$ cat config.mk
export PLATFORM = sky130hd
export DESIGN_NAME = mc_mips_ctrl_flat
export DESIGN_NICKNAME = d
export VERILOG_FILES = /design/src/rtl/mips_pkg.sv /design/src/rtl/mc_mips_ctrl_if.sv /design/src/rtl/mc_mem_wait_timer.sv /design/src/rtl/mc_mips_ctrl.sv /design/src/flat_wrapper.sv
export SDC_FILE = /design/constraint.sdc
export NUM_CORES = 1
export LEC_CHECK = 0
export ABC_AREA = 0
export ABC_CLOCK_PERIOD_IN_PS = 2250
export CELL_PAD_IN_SITES_DETAIL_PLACEMENT = 1
export CELL_PAD_IN_SITES_GLOBAL_PLACEMENT = 2
export CORE_ASPECT_RATIO = 0.8
export CORE_MARGIN = 4
export CORE_UTILIZATION = 27
export CTS_CLUSTER_DIAMETER = 60
export DETAILED_ROUTE_END_ITERATION = 10
export GPL_TIMING_DRIVEN = 1
export PLACE_DENSITY_LB_ADDON = 0.1
export SKIP_CTS_REPAIR_TIMING = 1
export SLEW_MARGIN = 0
export SYNTH_ARGS = -nofsm -noshare
export SYNTH_HDL_FRONTEND = slang
export SYNTH_SLANG_ARGS = --single-unit
$ cat constraint.sdc
create_clock -name clk -period 2.25 [get_ports clk]
set_input_delay 0.3375 -clock clk [delete_from_list [all_inputs] [get_ports clk]]
set_output_delay 0.3375 -clock clk [all_outputs]
set_load 0.02 [all_outputs]
$ cat src/rtl/mips_pkg.sv
// Shared definitions for the multi-cycle MIPS main controller:
// opcode values, ALUOp / ALUSrcB / PCSource encodings, the 4-bit state
// enum and the packed control-word struct used inside the controller.
package mips_pkg;

  localparam logic [5:0] OP_RTYPE = 6'b000000;
  localparam logic [5:0] OP_LW    = 6'b100011;
  localparam logic [5:0] OP_SW    = 6'b101011;
  localparam logic [5:0] OP_BEQ   = 6'b000100;
  localparam logic [5:0] OP_J     = 6'b000010;
  localparam logic [5:0] OP_ADDI  = 6'b001000;

  localparam logic [1:0] ALU_ADD   = 2'b00;
  localparam logic [1:0] ALU_SUB   = 2'b01;
  localparam logic [1:0] ALU_FUNCT = 2'b10;

  localparam logic [1:0] SRCB_REG    = 2'b00;
  localparam logic [1:0] SRCB_FOUR   = 2'b01;
  localparam logic [1:0] SRCB_IMM    = 2'b10;
  localparam logic [1:0] SRCB_IMM_SH = 2'b11;

  localparam logic [1:0] PCSRC_ALU    = 2'b00;
  localparam logic [1:0] PCSRC_ALUOUT = 2'b01;
  localparam logic [1:0] PCSRC_JUMP   = 2'b10;

  typedef enum logic [3:0] {
    S_FETCH  = 4'd0,
    S_DECODE = 4'd1,
    S_MEMADR = 4'd2,
    S_MEMRD  = 4'd3,
    S_MEMWB  = 4'd4,
    S_MEMWR  = 4'd5,
    S_EXEC   = 4'd6,
    S_ALUWB  = 4'd7,
    S_BRANCH = 4'd8,
    S_JUMP   = 4'd9,
    S_ADDIEX = 4'd10,
    S_ADDIWB = 4'd11
  } state_t;

  typedef struct packed {
    logic       pc_write;
    logic       pc_write_cond;
    logic       i_or_d;
    logic       mem_read;
    logic       mem_write;
    logic       ir_write;
    logic       mem_to_reg;
    logic       reg_dst;
    logic       reg_write;
    logic       alu_src_a;
    logic [1:0] alu_src_b;
    logic [1:0] alu_op;
    logic [1:0] pc_source;
  } ctrl_t;

endpackage

$ cat src/rtl/mc_mips_ctrl_if.sv
// Controller <-> datapath bundle: IR opcode and memory handshake into the
// controller, mux selects and write enables out of it.
//   master : the controller (drives strobes, reads opcode/mem_ready)
//   slave  : the datapath / memory side
interface mc_mips_ctrl_if;
  logic [5:0] opcode;
  logic       mem_ready;
  logic       PCWrite, PCWriteCond, IorD, MemRead, MemWrite, IRWrite;
  logic       MemtoReg, RegDst, RegWrite, ALUSrcA;
  logic [1:0] ALUSrcB, ALUOp, PCSource;

  modport master (
    input  opcode, mem_ready,
    output PCWrite, PCWriteCond, IorD, MemRead, MemWrite, IRWrite,
           MemtoReg, RegDst, RegWrite, ALUSrcA, ALUSrcB, ALUOp, PCSource
  );

  modport slave (
    output opcode, mem_ready,
    input  PCWrite, PCWriteCond, IorD, MemRead, MemWrite, IRWrite,
           MemtoReg, RegDst, RegWrite, ALUSrcA, ALUSrcB, ALUOp, PCSource
  );
endinterface

$ cat src/rtl/mc_mem_wait_timer.sv
// Memory-wait timer: counts consecutive not-ready cycles spent in a memory
// state and flags a timeout once MEM_WAIT_MAX such cycles have elapsed and
// memory is still not ready.
//   clk, rst : clock, synchronous active-low reset
//   active   : controller is in a memory-access state
//   ready    : memory completes the access this cycle
//   timeout  : abort the access this cycle
module mc_mem_wait_timer #(
  parameter int MEM_WAIT_MAX = 15
) (
  input  logic clk,
  input  logic rst,
  input  logic active,
  input  logic ready,
  output logic timeout
);
  localparam int W = $clog2(MEM_WAIT_MAX + 1);

  logic [W-1:0] cnt;

  // ready in the limit cycle still counts as a normal completion
  assign timeout = active && !ready && (cnt == W'(MEM_WAIT_MAX));

  // every memory state exits on ready or timeout, so clearing whenever we
  // are not stalling doubles as the clear on state entry
  always_ff @(posedge clk) begin
    if (!rst)                             cnt <= '0;
    else if (active && !ready && !timeout) cnt <= cnt + W'(1);
    else                                  cnt <= '0;
  end
endmodule

$ cat src/rtl/mc_mips_ctrl.sv
// Multi-cycle MIPS main control FSM. Sequences fetch/decode/execute/memory/
// writeback, drives datapath selects and enables over the bus interface,
// stalls on mem_ready, counts retired instructions and pulses illegal_op /
// mem_err.
// Optional feature: define MC_MIPS_CTRL_ADDI_EN to build ADDIEX/ADDIWB for
// addi; otherwise opcode 001000 decodes as illegal.
//   clk, rst   : clock, synchronous active-low reset
//   bus        : mc_mips_ctrl_if.master (opcode, mem_ready, control strobes)
//   state      : current state encoding (debug)
//   instr_done : pulse in the retiring cycle
//   illegal_op : pulse on unsupported opcode in DECODE
//   mem_err    : pulse on memory-wait timeout
//   retired    : retired-instruction count (wraps)
module mc_mips_ctrl
  import mips_pkg::*;
#(
  parameter int MEM_WAIT_MAX = 15,
  parameter int CNT_W        = 32
) (
  input  logic              clk,
  input  logic              rst,
  mc_mips_ctrl_if.master    bus,
  output logic [3:0]        state,
  output logic              instr_done,
  output logic              illegal_op,
  output logic              mem_err,
  output logic [CNT_W-1:0]  retired
);
  state_t cur, nxt;
  ctrl_t  ctl;
  logic   mem_st, timeout, retire, illegal;

  assign mem_st = cur inside {S_FETCH, S_MEMRD, S_MEMWR};

  mc_mem_wait_timer #(.MEM_WAIT_MAX(MEM_WAIT_MAX)) u_wait (
    .clk     (clk),
    .rst     (rst),
    .active  (mem_st),
    .ready   (bus.mem_ready),
    .timeout (timeout)
  );

  // Outputs are decoded from the registered state; FETCH/MEMWR completion
  // depends on mem_ready in the same cycle, so this is Mealy by nature.
  always_comb begin
    ctl     = '0;
    nxt     = cur;
    retire  = 1'b0;
    illegal = 1'b0;
    case (cur)
      S_FETCH: begin
        ctl.mem_read  = 1'b1;
        ctl.alu_src_b = SRCB_FOUR;
        ctl.alu_op    = ALU_ADD;
        ctl.pc_source = PCSRC_ALU;
        if (bus.mem_ready) begin
          ctl.ir_write = 1'b1;
          ctl.pc_write = 1'b1;
          nxt          = S_DECODE;
        end
      end
      S_DECODE: begin
        ctl.alu_src_b = SRCB_IMM_SH;
        case (bus.opcode)
          OP_LW, OP_SW: nxt = S_MEMADR;
          OP_RTYPE:     nxt = S_EXEC;
          OP_BEQ:       nxt = S_BRANCH;
          OP_J:         nxt = S_JUMP;
`ifdef MC_MIPS_CTRL_ADDI_EN
          OP_ADDI:      nxt = S_ADDIEX;
`endif
          default: begin
            illegal = 1'b1;
            nxt     = S_FETCH;
          end
        endcase
      end
      S_MEMADR: begin
        ctl.alu_src_a = 1'b1;
        ctl.alu_src_b = SRCB_IMM;
        nxt           = (bus.opcode == OP_SW) ? S_MEMWR : S_MEMRD;
      end
      S_MEMRD: begin
        ctl.mem_read = 1'b1;
        ctl.i_or_d   = 1'b1;
        if (bus.mem_ready) nxt = S_MEMWB;
      end
      S_MEMWB: begin
        ctl.reg_write  = 1'b1;
        ctl.mem_to_reg = 1'b1;
        retire         = 1'b1;
        nxt            = S_FETCH;
      end
      S_MEMWR: begin
        ctl.mem_write = 1'b1;
        ctl.i_or_d    = 1'b1;
        if (bus.mem_ready) begin
          retire = 1'b1;
          nxt    = S_FETCH;
        end
      end
      S_EXEC: begin
        ctl.alu_src_a = 1'b1;
        ctl.alu_src_b = SRCB_REG;
        ctl.alu_op    = ALU_FUNCT;
        nxt           = S_ALUWB;
      end
      S_ALUWB: begin
        ctl.reg_write = 1'b1;
        ctl.reg_dst   = 1'b1;
        retire        = 1'b1;
        nxt           = S_FETCH;
      end
      S_BRANCH: begin
        ctl.alu_src_a     = 1'b1;
        ctl.alu_src_b     = SRCB_REG;
        ctl.alu_op        = ALU_SUB;
        ctl.pc_write_cond = 1'b1;
        ctl.pc_source     = PCSRC_ALUOUT;
        retire            = 1'b1;
        nxt               = S_FETCH;
      end
      S_JUMP: begin
        ctl.pc_write  = 1'b1;
        ctl.pc_source = PCSRC_JUMP;
        retire        = 1'b1;
        nxt           = S_FETCH;
      end
`ifdef MC_MIPS_CTRL_ADDI_EN
      S_ADDIEX: begin
        ctl.alu_src_a = 1'b1;
        ctl.alu_src_b = SRCB_IMM;
        nxt           = S_ADDIWB;
      end
      S_ADDIWB: begin
        ctl.reg_write = 1'b1;
        retire        = 1'b1;
        nxt           = S_FETCH;
      end
`endif
      default: nxt = S_FETCH;
    endcase

    // timeout aborts the access: nothing is written, PC keeps its value
    if (timeout) begin
      ctl    = '0;
      retire = 1'b0;
      nxt    = S_FETCH;
    end

    if (!rst) begin
      ctl     = '0;
      retire  = 1'b0;
      illegal = 1'b0;
    end
  end

  always_ff @(posedge clk) begin
    if (!rst) begin
      cur     <= S_FETCH;
      retired <= '0;
    end else begin
      cur <= nxt;
      if (retire) retired <= retired + CNT_W'(1);
    end
  end

  assign state      = cur;
  assign instr_done = retire;
  assign illegal_op = illegal;
  assign mem_err    = timeout && rst;

  assign bus.PCWrite     = ctl.pc_write;
  assign bus.PCWriteCond = ctl.pc_write_cond;
  assign bus.IorD        = ctl.i_or_d;
  assign bus.MemRead     = ctl.mem_read;
  assign bus.MemWrite    = ctl.mem_write;
  assign bus.IRWrite     = ctl.ir_write;
  assign bus.MemtoReg    = ctl.mem_to_reg;
  assign bus.RegDst      = ctl.reg_dst;
  assign bus.RegWrite    = ctl.reg_write;
  assign bus.ALUSrcA     = ctl.alu_src_a;
  assign bus.ALUSrcB     = ctl.alu_src_b;
  assign bus.ALUOp       = ctl.alu_op;
  assign bus.PCSource    = ctl.pc_source;
endmodule

$ cat src/flat_wrapper.sv
// flat-port wrapper written by rule: the top's interface ports become plain ports
module mc_mips_ctrl_flat import mips_pkg::*;
#(
  parameter int MEM_WAIT_MAX = 15,
  parameter int CNT_W        = 32
)
  (clk, rst, state, instr_done, illegal_op, mem_err, retired, bus_opcode, bus_mem_ready, bus_PCWrite, bus_PCWriteCond, bus_IorD, bus_MemRead, bus_MemWrite, bus_IRWrite, bus_MemtoReg, bus_RegDst, bus_RegWrite, bus_ALUSrcA, bus_ALUSrcB, bus_ALUOp, bus_PCSource);
  mc_mips_ctrl_if bus_i ();
  input  logic clk;
  input  logic rst;
  output logic [3:0] state;
  output logic instr_done;
  output logic illegal_op;
  output logic mem_err;
  output logic [CNT_W-1:0] retired;
  input wire logic [$bits(bus_i.opcode)-1:0] bus_opcode;
  input wire logic [$bits(bus_i.mem_ready)-1:0] bus_mem_ready;
  output wire logic [$bits(bus_i.PCWrite)-1:0] bus_PCWrite;
  output wire logic [$bits(bus_i.PCWriteCond)-1:0] bus_PCWriteCond;
  output wire logic [$bits(bus_i.IorD)-1:0] bus_IorD;
  output wire logic [$bits(bus_i.MemRead)-1:0] bus_MemRead;
  output wire logic [$bits(bus_i.MemWrite)-1:0] bus_MemWrite;
  output wire logic [$bits(bus_i.IRWrite)-1:0] bus_IRWrite;
  output wire logic [$bits(bus_i.MemtoReg)-1:0] bus_MemtoReg;
  output wire logic [$bits(bus_i.RegDst)-1:0] bus_RegDst;
  output wire logic [$bits(bus_i.RegWrite)-1:0] bus_RegWrite;
  output wire logic [$bits(bus_i.ALUSrcA)-1:0] bus_ALUSrcA;
  output wire logic [$bits(bus_i.ALUSrcB)-1:0] bus_ALUSrcB;
  output wire logic [$bits(bus_i.ALUOp)-1:0] bus_ALUOp;
  output wire logic [$bits(bus_i.PCSource)-1:0] bus_PCSource;
  assign bus_i.opcode = bus_opcode;
  assign bus_i.mem_ready = bus_mem_ready;
  assign bus_PCWrite = bus_i.PCWrite;
  assign bus_PCWriteCond = bus_i.PCWriteCond;
  assign bus_IorD = bus_i.IorD;
  assign bus_MemRead = bus_i.MemRead;
  assign bus_MemWrite = bus_i.MemWrite;
  assign bus_IRWrite = bus_i.IRWrite;
  assign bus_MemtoReg = bus_i.MemtoReg;
  assign bus_RegDst = bus_i.RegDst;
  assign bus_RegWrite = bus_i.RegWrite;
  assign bus_ALUSrcA = bus_i.ALUSrcA;
  assign bus_ALUSrcB = bus_i.ALUSrcB;
  assign bus_ALUOp = bus_i.ALUOp;
  assign bus_PCSource = bus_i.PCSource;
  mc_mips_ctrl #(.MEM_WAIT_MAX(MEM_WAIT_MAX), .CNT_W(CNT_W)) u_core (.clk(clk), .rst(rst), .bus(bus_i), .state(state), .instr_done(instr_done), .illegal_op(illegal_op), .mem_err(mem_err), .retired(retired));
endmodule
### After elaboration in Yosys (flattened, before gate mapping)

Cells that the tools add are included.

* register bits after elaboration: 40
* word-level logic and storage cells: 70
* output and inout port bits: 55
* input port bits: 9

* reductions and logical operators: 19
* mux-type cells: 28
* add/subtract/negate cells: 2
* equality and inequality tests: 17
* bitwise operators: 1

Operators by type and width (number)
* $add A32 B1 Y32 const B: 1
* $mux W16: 2
* $pmux W4 S6: 1
* $eq A4 B3 Y1 const B: 4
* $pmux W4 S4: 1
* $mux W1: 15
* $eq A4 B4 Y1 const B: 3
* $eq A6 B6 Y1 const B: 2
* $mux W4: 3
* $reduce_or A2 Y1: 5
* $eq A4 B2 Y1 const B: 2
* $pmux W2 S2: 2
* $eq A6 B2 Y1 const B: 1
* $eq A6 B3 Y1 const B: 1
* $logic_not A6 Y1: 1
* $ne A2 B2 Y1 const B: 3
* $pmux W2 S3: 1
* $reduce_or A5 Y1: 1
* $add A4 B1 Y4 const B: 1
* $eq A4 B1 Y1 const B: 1
* $logic_and A1 B1 Y1: 4
* $logic_not A4 Y1: 1
* $pmux W1 S2: 2
* $reduce_or A4 Y1: 1
* 7 further kinds: 8

### Depth between registers and ports, before layout

Gate-level depths: netlist of the first run.

* depth after elaboration: 7
* mapped depth: 8

### By module

A second synthesis of the first run with hierarchy kept.

* cell total of the unflattened synthesis: 290
* area, all modules: 2243.4 µm²

Modules (own cells, without submodules)
* mc_mips_ctrl: cells an instance 274, times used 1, area an instance 2082.0 µm², seq. area each 720.7 µm²
* mc_mem_wait_timer: cells an instance 16, times used 1, area an instance 161.4 µm², seq. area each 80.1 µm²

### Worst setup path after synthesis of the first run

No wires, ideal clock.

* kind: reg2reg
* start point: register u_core.cur[0], in the netlist u_core.state[0]
* end point: register u_core.retired[16]
* data arrival time: 1.919 ns
* library setup time: 0.072 ns
* setup slack: 0.259 ns
* period minus slack after synthesis: 1.991 ns
* stages on the path, launching flop included: 8
* path through: dfxtp_1 > buf_2 > nor3b_1 > o31ai_4 > o21ai_1 > inv_1 > nand3_1 > mux2i_1

* word-level cells in the longest chain between the ends: 6
* elaborated cells on any way between the ends: 14
* those cells by class: eq/ne (6); mux (3); reduce/logical (5)

RTL lines
* start, declared: line mc_mips_ctrl.sv:29 `state_t cur, nxt;`
* start signal, assigned: line mc_mips_ctrl.sv:163 `cur <= nxt;`
* parallel branches: the longest is 4 deep, another holds $eq A4 B4 Y1
* $mux W1 (*): line mc_mips_ctrl.sv:145 `if (timeout) begin`
* $mux W1 (*): line mc_mips_ctrl.sv:151 `if (!rst) begin`
* via instr_done: line flat_wrapper.sv:12 `output logic instr_done;`
* end signal, assigned: line mc_mips_ctrl.sv:164 `if (retire) retired <= retired + CNT_W'(1);`
* end, declared: line mc_mips_ctrl.sv:27 `output logic [CNT_W-1:0] retired`

Mark *: on every way through the listed nets, which the timed path passes.
A chain may end at the register's enable or synchronous reset.

### Final worst setup path of the first run

* start point: input port bus_opcode[0]
* end point: output port illegal_op

* word-level cells in the longest chain between the ends: 5
* elaborated cells on any way between the ends: 9
* those cells by class: eq/ne (4); mux (3); reduce/logical (2)

RTL lines
* start, declared: line flat_wrapper.sv:16 `input wire logic [$bits(bus_i.opcode)-1:0] bus_opcode;`
* $eq A6 B6 Y1 (tied with other cells): line mc_mips_ctrl.sv:64 `case (bus.opcode)`
* $reduce_or A5 Y1 (no line) (*)
* $mux W1 (*): line mc_mips_ctrl.sv:64
* $mux W1 (*): line mc_mips_ctrl.sv:50 `case (cur)`
* $mux W1 (*): line mc_mips_ctrl.sv:151
* end, declared: line flat_wrapper.sv:13 `output logic illegal_op;`

Mark *: on every way between the ends. The rest lies on a longest branch, timed or not.

==> results of run 1 <==
==> cell type report <==
class,count,area (µm²)
clock buffer,5,68.8
clock inverter,3,46.3
fill,1061,4850
inverter,10,37.5
multi-input combinational,232,1460
sequential,40,805
tap,112,140
timing repair buffer,115,1070
==> cell usage in the layout (no fill, tap or decap), drive strengths merged, types with 3 or more instances in the layout <==
cell,instances
buf,52
clkdlybuf4s50,44
dfxtp,40
nand2,27
o21ai,24
nor2,23
a21oi,20
or3,19
dlymetal6s2s,19
nand3,18
nor3,13
nand2b,12
inv,11
nand4,11
xnor2,7
mux2i,5
clkbuf,5
nor4,5
o31ai,4
nor2b,3
a211oi,3
o31a,3
==> stage by stage <==
step	TNS, ps	hold slack, ps	setup WS, ps	power [mW]	util, %
2_1_floorplan	0	416	259	0.820	-
3_3_place_gp	-2180	480	-237	0.917	40.3
3_5_place_dp	-2320	490	-313	0.920	40.3
4_1_cts	-3850	506	-372	1.56	41.7
5_1_grt	0	551	19.5	1.60	42.8
6_report	0	498	116	1.53	42.8
==> metal layers <==
layer	track usage, %	up-vias
li1	-	1303
met1	21.7	1245
met2	23.7	36
met3	2.80	4
met4	3.90	0
met5	0	-
==> worst min-delay path, cell delays in order, from the launching register on <==
cell     delay (ps)
dfxtp_1         330
o21ai_0          70
a21oi_1          60
==> power breakdown <==
group          internal, mW  total (mW)  switching, mW
logic                0.0889       0.188         0.0990
registers             0.712       0.717        0.00549
clock network         0.335       0.627          0.293
==> synth_stat cells, types with 7 or more instances <==
cell	number
nand2_1	27
nand3_1	18
or3_1	19
nand2b_1	12
a21oi_1	20
nor2_1	23
clkbuf_1	10
nor3_1	13
dfxtp_1	40
nand4_1	10
xnor2_1	7
inv_1	10
o21ai_0	23
==> cells by family (layout without fill, tap and decap cells) <==
| family | count (synthesis) | after routing | share of synthesized area [%] |
|---|---|---|---|
| AND/OR/NAND/NOR | 145 | 145 | 33.2 |
| AO/OA/AOI/OAI | 71 | 71 | 20.2 |
| adder cells (fa/ha/maj) | 2 | 2 | 1.06 |
| multiplexers | 5 | 5 | 2.12 |
| buffers and inverters | 27 | 133 | 5.84 |
| flip-flops | 40 | 40 | 34.0 |
| XOR/XNOR | 9 | 9 | 3.66 |
==> registers in the layout, summed over array words and instances, names as in the netlist <==
signal,flops
u_core.u_wait.cnt,4
u_core.state,4
u_core.retired,32
==> worst max-delay path by stage <==
stage / cells past startpoint / slack, ps / startpoint / end
detailed placement: 6 / -310 / bus_opcode[0] / illegal_op
global placement: 6 / -240 / bus_opcode[0] / illegal_op
floorplan: 7 / 260 / u_core.state[0]$_SDFFE_PP0P_ / u_core.retired[16]$_SDFFE_PN0P_
finish: 6 / 120 / bus_opcode[0] / illegal_op
CTS: 5 / -370 / u_core.state[1]$_SDFFE_PP0P_ / mem_err
global route: 6 / 20 / bus_opcode[0] / illegal_op
==> summary.txt, run 1 <==
Final layout
  • Syn-to-layout area delta: 54.0%
  • Final Non-Filler Cells: 517
  • N_diodes: 0
  • Fin nets: about 420
  • Finished Cell Area: 3630 µm²
  • Fraction of layout cells with a size suffix above 1: around 19%

Clock tree
  • H-tree levels: 2
  • Clk buf depth: 2
  • Clock-pin slew on the worst setup and hold paths: 100 ps
  • TritonCTS clock tree: yes
  • Clk sinks: 40
  • CTS Buf Count: 5
  • Worst-skew pair later-pin latency: 310 ps
  • CTS root buf: clkbuf_8

Global routing
  • Global Route Usage Sum: around 15%
  • First-pass GRT wire length: 12900 µm
  • Largest net degree at the start of global routing: 17
  • Overflow after GRT: 0
  • Vias in the first global route: 2578
  • Initial antenna violation count: 0

Yosys
  • Ys async rst share: 0%
  • Synth top area share: 34.0%
  • Post-synthesis cell type count: between 40 and 50
  • Syn_area_per_cell: 7.89 µm²
  • Area leader, netlist: dfxtp_1
  • Ys Warns: 0
  • Register bit total from synthesis: 40
  • Syn Nets: 310
  • Number of synthesized flops with an enable pin: 0
  • Post-Synthesis Cell Area: 2360 µm²
  • Top_reg_cell synth: dfxtp_1
  • Post-Syn Instances: 299
  • Largest cells by area after synthesis: dfxtp_1, or3_1, o21ai_0
  • Seq/Total Area, Yosys: between 30% and 40%

Timing
  • Max-slew headroom: 60.6%
  • Max Fclk: 469 MHz
  • Slew of the pin with the lowest slew margin: just under 600 ps
  • Max Slew Vio Count: 0
  • Crit share post-route: 94.9%
  • RSZ-0062 raised after global routing: false
  • Max Clock Skew: 13.7 ps
  • Tmin final: 2130 ps
  • Final setup fails: 0
  • Final hold vios: 0

Worst setup path
  • Critical Path AT: 1800 ps
  • Reg2reg start: u_core.state[3]$_SDFFE_PP0P_
  • R2R Path End: u_core.retired[5]$_SDFFE_PN0P_
  • Critical path's slowest cell: clkdlybuf4s50_1
  • CP max stage delay: roughly 430 ps
  • Worst Path Buf+Inv: 2
  • WS Path Type: input pin to primary output
  • CP max FO: 2
  • Startpoint Class: input pin
  • Required time worst endpoint: about 1900 ps
  • Delay-heaviest family, CP: buffers and inverters
  • Critical path, cell by cell: clkdlybuf4s50_1 -> or3_1 -> o21a_1 -> nor3_2 -> nor3_1 -> dlymetal6s2s_1
  • CP Capture Type: primary output
  • R2R cell count: 6
  • Flop-to-flop setup slack: 220 ps

Drt
  • Met1 wire length: 4090 µm
  • WL final: 7950 µm
  • Post-DR vias/cell: about 5.0
  • Top layer in use: met4
  • DR WL met3: between 200 and 250 µm
  • DRC viols: 0
  • DRT iter0 DRCs: 85
  • TritonRoute pass-1 iters: 6
  • Via count: 2588
  • Routed wl met2: 3580 µm
  • Routed length per instance: 15.4 µm
  • Post-route ant nets: 0

Die
  • Die Height: 91.6 µm
  • Starting Density: 27.8%
  • Die Wd: 112 µm
  • Die area: 10300 µm²
  • CORE AREA: 8480 µm²
  • Site Rows: 30
  • # IOs: 64

Hold path
  • HP Class: flop to flop
  • Min-delay src: u_core.retired[31]$_SDFFE_PN0P_
  • WHS Endpoint: u_core.retired[31]$_SDFFE_PN0P_
  • WHS Path Cells: 2

Pwr
  • PwrDens: 422 nW/µm²
  • Leakage: roughly 1.6 nW
  • Maximum VDD drop: 344 µV

Place
  • GPL Wtd Cong: between 0.7 and 0.8
  • DP Cell Count: 509
  • Post-DP Area: 3420 µm²
  • Port-buffer cells: 63
  • HPWL Detailed: 6180 µm

Status
  • Status: completed

Run
  • MaxCap Viol Count: 0
Power figures use the tool's default switching activity.
==> run 2: changes to the inputs <==
CORE_MARGIN = 8   (was 4)
PLACE_DENSITY = 0.8   (was not set)
PLACE_DENSITY_LB_ADDON = not set   (was 0.1)
==> summary.txt, run 2 (same netlist as run 1, synthesis figures left out) <==
Pwr
  • Internal: about 1.1 mW
  • Final Power: 1.53 mW
  • Comb pwr share: between 10% and 20%
  • Clock Power Share: 41.0%
  • Flop pwr share: 47.1%
  • Maximum VDD drop: 204 µV
  • Net Sw Frac: between 20% and 30%
  • Leakage: 1.58 nW
  • Switching power: 0.394 mW
  • PwrDens: 424 nW/µm²

Die
  • # IOs: 64
  • Die Wd: 120 µm
  • CORE AREA: around 8500 µm²
  • Die area: around 12000 µm²
  • Site Rows: 30
  • Die Height: roughly 100 µm
  • Starting Density: 27.8%

Timing
  • Max-slew headroom: 61.1%
  • Fin Hold WS: 454 ps
  • Max Clock Skew: 10.4 ps
  • Crit share post-route: 96.5%
  • Max Slew Vio Count: 0
  • Setup ws final: between 70 and 80 ps
  • Max Fclk: 460 MHz
  • Final setup fails: 0
  • Slew of the pin with the lowest slew margin: between 500 and 600 ps
  • Final hold vios: 0
  • RSZ-0062 raised after global routing: false
  • Tmin final: 2170 ps

Clock tree
  • Clk sinks: 40
  • TritonCTS clock tree: yes
  • CTS root buf: clkbuf_8
  • Clk buf depth: 2
  • CTS Buf Count: 5
  • Clock-pin slew on the worst setup and hold paths: 80 ps
  • Worst-skew pair later-pin latency: 300 ps
  • H-tree levels: 2

Global routing
  • Global Route Usage Sum: 13.2%
  • Vias in the first global route: 2716
  • Initial antenna violation count: 0
  • First-pass GRT wire length: 13300 µm
  • Largest net degree at the start of global routing: 20
  • Overflow after GRT: 0

Worst setup path
  • Most used cell, CP: nor3_1
  • Worst Path Buf+Inv: 2
  • CP Capture Type: primary output
  • Critical path, cell by cell: clkdlybuf4s50_1 -> or3_1 -> o21a_1 -> nor3_1 -> nor3_1 -> dlymetal6s2s_1
  • Critical Path AT: around 1800 ps
  • Critical path's slowest cell: clkdlybuf4s50_1
  • CP max FO: 2
  • CP max stage delay: between 400 and 500 ps
  • WS Path Type: input pin to primary output
  • Delay-heaviest family, CP: simple AND/OR/NAND/NOR gates
  • Required time worst endpoint: 1910 ps
  • Startpoint Class: input pin

Status
  • Status: completed

Drt
  • Post-DR vias/cell: 5.08
  • TritonRoute pass-1 iters: 4
  • Post-route ant nets: 0
  • WL final: 7930 µm
  • DRC viols: 0
  • DRT iter0 DRCs: 101
  • Routed length per instance: roughly 15 µm
  • Via count: between 2000 and 3000

Place
  • GPL Wtd Cong: 0.795
  • Post-DP Area: about 3400 µm²
  • HPWL Detailed: 6140 µm
  • Port-buffer cells: 63
  • Worst slack, placed: -291 ps

Final layout
  • Finished Cell Area: 3600 µm²
  • Fraction of layout cells with a size suffix above 1: 18.5%
  • Largest Register: u_core.retired
  • Number of flip-flops in the largest register: 32
  • Most frequent cells in the layout: buf_4, clkdlybuf4s50_1, dfxtp_1
  • N_diodes: 0
  • Fin nets: 411
  • Most common cell after layout, fill and taps aside: buf_4
  • Syn-to-layout area delta: 52.5%

Hold path
  • HP Class: flop to flop

Run
  • MaxCap Viol Count: 0
## run 2: cell count changes in the layout (fill, tap and decap cells not counted), sizes merged
cell  previous run  this run
buf             52        48
## run 2: layer usage
metal / GRT usage, % / vias up / wire length (µm)
met1: 16.2 / 1272 / 3740
met5: 0 / - / 0
met2: 22.0 / 40 / 3720
met4: 4.02 / 0 / 106
li1: - / 1288 / -
met3: 3.57 / 7 / 364
## run 2: path summary, 6_finish.rpt
kind                                                 startpoint                         endpoint  slack (ps)  cells past startpoint
worst max-delay path                              bus_opcode[0]                       illegal_op          80                      6
worst min-delay path            u_core.u_wait.cnt[0]$_SDFF_PN0_  u_core.u_wait.cnt[0]$_SDFF_PN0_         450                      1
worst max register to register     u_core.state[3]$_SDFFE_PP0P_  u_core.retired[10]$_SDFFE_PN0P_         190                      8
worst min register to register  u_core.u_wait.cnt[0]$_SDFF_PN0_  u_core.u_wait.cnt[0]$_SDFF_PN0_         450                      1
## run 2: metrics by stage
| stage | util, % | cells | TNS, ps |
|---|---|---|---|
| 6_report | 42.4 | 513 | 0 |
| 5_1_grt | 42.4 | 513 | 0 |
| 4_1_cts | 41.3 | 513 | -4870 |
| 3_5_place_dp | 40.0 | 505 | -5140 |
| 3_3_place_gp | 40.0 | 505 | -4230 |
| 2_1_floorplan | - | 299 | 0 |
## run 2: layout make-up
| type | instances | area (µm²) |
|---|---|---|
| Clock buffer | 5 | 68.8 |
| Clock inverter | 3 | 46.3 |
| Fill cell | 1062 | 4890 |
| Inverter | 10 | 37.5 |
| Multi-Input combinational cell | 232 | 1460 |
| Sequential cell | 40 | 806 |
| Tap cell | 112 | 140 |
| Timing Repair Buffer | 111 | 1040 |
## run 2: power by group through the flow
stage / Clock [mW] / Combinational (mW) / Sequential, mW
finish: 0.626 / 0.183 / 0.718
global route: 0.673 / 0.197 / 0.719
CTS: 0.647 / 0.182 / 0.718
detailed placement: 0 / 0.181 / 0.734
global placement: 0 / 0.177 / 0.734
floorplan: 0 / 0.0862 / 0.733
==> run 3: changes to the inputs <==
ABC_AREA = 1   (was 0)
CORE_UTILIZATION = 25   (was 27)
PLACE_DENSITY = 0.81   (was 0.8)
==> summary.txt, run 3 <==
Clock tree
  • TritonCTS clock tree: yes
  • Clk sinks: 40
  • H-tree levels: 2
  • Clk buf depth: 2
  • CTS root buf: clkbuf_16
  • Worst-skew pair later-pin latency: ~290 ps
  • Clock-pin slew on the worst setup and hold paths: approximately 60 ps
  • CTS Buf Count: 5

Drt
  • Via count: 2998
  • Routed length per instance: 13.9 µm
  • Top layer in use: met4
  • DRC viols: 0
  • Routed wl met2: 4180 µm
  • Post-route ant nets: 0
  • DRT iter0 DRCs: roughly 100
  • Post-DR vias/cell: 4.50
  • Met1 wire length: 4550 µm
  • TritonRoute pass-1 iters: 4
  • DR WL met3: 412 µm
  • WL final: 9240 µm

Timing
  • Final setup fails: 0
  • Max Fclk: 454 MHz
  • Max Slew Vio Count: 0
  • Crit share post-route: a little under 100%
  • RSZ-0062 raised after global routing: false
  • Final hold vios: 0
  • Tmin final: 2200 ps
  • Slew of the pin with the lowest slew margin: 342 ps
  • Max-slew headroom: 77.1%
  • Max Clock Skew: ~12 ps

Yosys
  • Post-Synthesis Cell Area: 2610 µm²
  • Post-Syn Instances: 443
  • Area leader, netlist: dfxtp_1
  • Seq/Total Area, Yosys: between 30% and 40%
  • Top-count cell post-synth: nand2_1
  • Syn Nets: 454
  • Register bit total from synthesis: 40
  • Post-synthesis cell type count: 32
  • Largest cells by area after synthesis: dfxtp_1, nand2_1, nor2_1
  • Top_reg_cell synth: dfxtp_1
  • Ys async rst share: 0%
  • Syn_area_per_cell: a little under 6 µm²
  • Ys Warns: 0
  • Number of synthesized flops with an enable pin: 0
  • Synth top area share: between 30% and 40%
  • Most frequent cells after synthesis: nand2_1, nor2_1, dfxtp_1

Global routing
  • Global Route Usage Sum: approximately 14%
  • Overflow after GRT: 0
  • Largest net degree at the start of global routing: 29
  • Vias in the first global route: 3135
  • First-pass GRT wire length: 15500 µm
  • Initial antenna violation count: 0

Worst setup path
  • Startpoint Class: input pin
  • CP max FO: 10
  • Required time worst endpoint: between 1500 and 2000 ps
  • Worst Path Buf+Inv: 4
  • Critical path's slowest cell: clkdlybuf4s50_1
  • Critical path, cell by cell: clkdlybuf4s50_1 -> clkinv_1 -> buf_4 -> nor2_1 -> clkdlybuf4s50_1
  • Critical Path AT: roughly 1900 ps
  • CP max stage delay: 610 ps
  • Most used cell, CP: clkdlybuf4s50_1
  • Delay-heaviest family, CP: buffers and inverters
  • CP Capture Type: primary output
  • WS Path Type: input pin to primary output

Hold path
  • HP Class: flop to flop

Final layout
  • Largest Register: u_core.retired
  • Most common cell after layout, fill and taps aside: nand2_1
  • Register Area: 801 µm²
  • Finished Cell Area: 3710 µm²
  • N_diodes: 0
  • Most frequent cells in the layout: nand2_1, nor2_1, clkdlybuf4s50_1
  • # fillers: between 1000 and 1500
  • Fraction of layout cells with a size suffix above 1: 8.94%
  • Number of flip-flops in the largest register: 32
  • Area of the multi-input gates: 1590 µm²
  • Syn-to-layout area delta: 42.0%
  • Fin nets: 536

Die
  • CORE AREA: 10200 µm²
  • Die Wd: 130 µm
  • Die Height: 107 µm
  • Die area: 14000 µm²
  • Site Rows: 33
  • # IOs: 64
  • Starting Density: 25.6%

Pwr
  • Leakage: 1.62 nW
  • PwrDens: 433 nW/µm²
  • Final Power: 1.61 mW
  • Maximum VDD drop: between 200 and 250 µV

Run
  • MaxCap Viol Count: 0

Place
  • Post-DP Area: about 3500 µm²
  • Port-buffer cells: 63
  • HPWL Detailed: ~7400 µm
  • GPL Wtd Cong: 0.841

Status
  • Status: completed
run 3: cell types whose count changed after synthesis, moves of 9 or more:
cell	delta
nor2_1	+70
nand2b_1	-12
inv_1	+27
nor3_1	-9
nand3_1	+12
or3_1	-19
nand2_1	+119
o21ai_0	-14
run 3: kinds of logic after synthesis:
| kind of cell | Yosys count | synth area share [%] |
|---|---|---|
| and+or+nand+nor | 294 | 46.5 |
| buffers and inverters | 51 | 8.86 |
| AOI/OAI and AO/OA | 43 | 8.66 |
| DFF | 40 | 30.6 |
| xor gates and xnor gates | 13 | 4.36 |
| adders and majority gates | 2 | 0.957 |
run 3: final timing paths:
kind / start / to / slack (ps) / depth (start not counted)
max: rst / bus_RegWrite / 50 / 5
min: u_core.u_wait.cnt[0]$_SDFF_PN0_ / u_core.u_wait.cnt[0]$_SDFF_PN0_ / 460 / 1
max reg2reg: u_core.retired[0]$_SDFFE_PN0P_ / u_core.retired[18]$_SDFFE_PN0P_ / 300 / 8
min reg2reg: u_core.u_wait.cnt[0]$_SDFF_PN0_ / u_core.u_wait.cnt[0]$_SDFF_PN0_ / 460 / 1
run 3: area by class of cell:
cell class / count / area share (%)
clock inverters: 1 / 0.202
inverters: 39 / 3.94
multi-input cells: 352 / 42.7
repair buffers: 87 / 23.0
clock buffers: 7 / 3.84
flip-flops and latches: 40 / 21.6
well taps: 140 / 4.72
run 3: through the flow:
step           hold slack, ps  std cells  setup TNS [ps]  utilization (%)  setup slack, ps
2_1_floorplan             418        443               0                -              195
3_3_place_gp              432        658            -320             34.6            -87.1
3_5_place_dp              460        658            -526             34.6             -140
4_1_cts                   468        666           -2150             36.1             -286
5_1_grt                   512        666               0             36.4             17.6
6_report                  458        666               0             36.4             46.2
run 3: per-layer routing:
layer,up-vias,track usage [%]
met5,-,0
met4,0,3.89
met3,8,3.22
met2,41,22.8
met1,1394,17.7
li1,1555,-
run 3: where the power goes:
group | internal [mW] | switching (mW) | total, mW
sequential | 0.713 | 0.00533 | 0.718
combinational | 0.0672 | 0.0877 | 0.155
clock | 0.442 | 0.294 | 0.736
==> RTL edit (config.mk and constraints of run 1) <==
`MEM_WAIT_MAX` is set to 15 in 3 places; all go to 30.
--- a/src/rtl/mc_mem_wait_timer.sv
+++ b/src/rtl/mc_mem_wait_timer.sv
@@ -8,3 +8,3 @@
 module mc_mem_wait_timer #(
-  parameter int MEM_WAIT_MAX = 15
+  parameter int MEM_WAIT_MAX = 30
 ) (
--- a/src/rtl/mc_mips_ctrl.sv
+++ b/src/rtl/mc_mips_ctrl.sv
@@ -16,3 +16,3 @@
 #(
-  parameter int MEM_WAIT_MAX = 15,
+  parameter int MEM_WAIT_MAX = 30,
   parameter int CNT_W        = 32
--- a/src/flat_wrapper.sv
+++ b/src/flat_wrapper.sv
@@ -3,3 +3,3 @@
 #(
-  parameter int MEM_WAIT_MAX = 15,
+  parameter int MEM_WAIT_MAX = 30,
   parameter int CNT_W        = 32
Formal check against the unedited RTL: no difference found for any inputs over 10 cycles, from zero or initial values and one cycle with rst low; that may be too few to reach the edited logic, so the function may still have changed.
==> RTL edit against run 1 <==
  * Via count shrank 6.3%
  * Worst hold slack is essentially flat
  * Power shrank 9.8%
  * Design area shrank 4.6%
  * Die area is essentially flat
  * Routed wire length shrank 4.2%
  * Clock power shrank 22%
  * Worst setup slack lost 0.066 ns
  * Synthesized area grew 0.11%
  * Sequential cell count grew 1
==> RTL edit: results (changes against run 1) <==
[sta]
timing.final.ws_setup_ns = 0.0500  ; -0.0656 ns
clock_skew_ns = 0.0158  ; +0.00208 ns
tightest_slew_ns = 0.397  ; -0.190 ns

[clock_tree]
cts.htree.levels = 2  ; unchanged
worstSkewPairLatency_ns = 0.30
clockBufferDepth = 2  ; unchanged

[placement]
dp.cells = 488  ; -4.1%
pre_cts_slack_ns = -0.352  ; -0.0390 ns
placed_area_sq_um = 3320  ; -2.9%
port_buffers = 63  ; unchanged
place_congestion = 0.755  ; +1.7%
dp_hpwl_mm = 5.87  ; -4.9%

[cells_and_area]
design_area_sq_um = 3470  ; -4.6%
fillers = 1028  ; -3.1%
drive_gt1_frac = 0.214  ; +0.0209
largest_reg_flops = 32  ; unchanged
fin_nets = 395  ; -4.8%
n_antenna_cell = 0  ; unchanged

[yosys]
synth_edf_count = 0  ; unchanged
postSynthAreaPerCell_sq_um = 8.20  ; +3.9%
ys_types = 43  ; -12%
synth.most_common_cell = nor2_1
synthTopCellsByCount = 48 x nor2_1, 41 x dfxtp_1, 21 x nand2_1, 20 x xnor2_1
syn_nets = 300  ; -3.2%
synth_area_leaders = dfxtp_1 35%, nor2_1 7.6%, xnor2_1 7.4%, nor4_1 4.5%, nand3_1 3.6%
ys_seq_area_frac = 0.348  ; +0.00812

[global_route]
groute.usage.overall = 0.151  ; -0.00189
grt_pass1_vias = 2475  ; -4.0%
grt_pass1_wl_mm = 12.7  ; -1.5%
grt_max_degree = 24  ; +7
antenna_found_initial = 0  ; unchanged

[critical_path]
critPathTopFamily = simple AND/OR/NAND/NOR gates
r2r_start = u_core.state[2]
max_stage_delay_ns = 0.33  ; -0.10 ns
regToRegSetupSlack_ns = 0.14  ; -0.08 ns
critPathArrivalTime_ns = 1.86  ; +0.06 ns
crit_fanout = 8  ; +6
worstSetupEndpoint = bus_ALUSrcB[1]
timing.rr.end = u_core.retired[28]
rr_worst_depth = 6  ; unchanged
crit_path_start = u_core.u_wait.cnt[0]
critPathSlowestCell = dfxtp_2

[routing]
wl_per_cell_um = 15.4  ; -0.10%
vias = 2425  ; -6.3%
m1WireLength_mm = 4.23  ; +3.4%
met2_length_mm = 3.04  ; -15%
drt-pass1-iter-count = 4  ; -2
vias_per_cell = 4.89  ; -2.3%
wl_met3_um = 285  ; +26%
first_iter_violations = 109  ; +28%

[power]
cellLeakagePower_uw = 0.00138  ; -14%
ir_worst_vdd_v = 0.000199  ; -42%

[run_status]
status = completed

[worst_hold_path]
hold-path-cell-count = 2  ; unchanged

==> RTL edit: cell families (layout without fill, tap and decap cells) <==
group,count (synthesis),count (layout),synth area share
simple gates,163,163,0.385
flops,41,41,0.348
compound gates,32,32,0.0943
xor+xnor,26,26,0.0965
buf+inv,23,119,0.0604
fa+ha+maj,3,3,0.0159
==> RTL edit: routing by layer <==
layer / track usage / vias up
met5: 0 / -
met4: 0.0390 / 0
met3: 0.0317 / 5
met2: 0.203 / 39
met1: 0.237 / 1154
li1: - / 1227
==> RTL edit: final cells by class <==
| class | instances | share of cell area |
|---|---|---|
| clock inverters | 3 | 0.00505 |
| repair buffers | 102 | 0.267 |
| inverters | 9 | 0.00975 |
| clock buffers | 5 | 0.0199 |
| well taps | 112 | 0.0404 |
| multi-input cells | 224 | 0.420 |
| flip-flops and latches | 41 | 0.238 |
==> RTL edit: tightest hold or removal path, stage by stage (launching register included) <==
cell     delay, ns
dfxtp_1       0.34
nand2_1       0.06
a21oi_1       0.05
==> RTL edit: how the worst min path moves through the flow <==
stage / endpoint / start / slack, ns
floorplan: u_core.state[3] / bus_opcode[4] / 0.42
global placement: u_core.retired[31] / u_core.retired[31] / 0.48
detailed placement: u_core.retired[1] / u_core.retired[1] / 0.49
CTS: u_core.retired[31] / u_core.retired[31] / 0.50
global route: u_core.retired[1] / u_core.retired[1] / 0.54
finish: u_core.retired[1] / u_core.retired[1] / 0.50
==> RTL edit: where the power goes <==
| group | leakage (uW) | internal, uW | switching (uW) | total, uW |
|---|---|---|---|---|
| Clock | 0.0000439 | 215 | 273 | 487 |
| Sequential | 0.000331 | 729 | 2.75 | 732 |
| Combinational | 0.00100 | 75.0 | 87.6 | 163 |
| Total | 0.00138 | 1020 | 363 | 1380 |
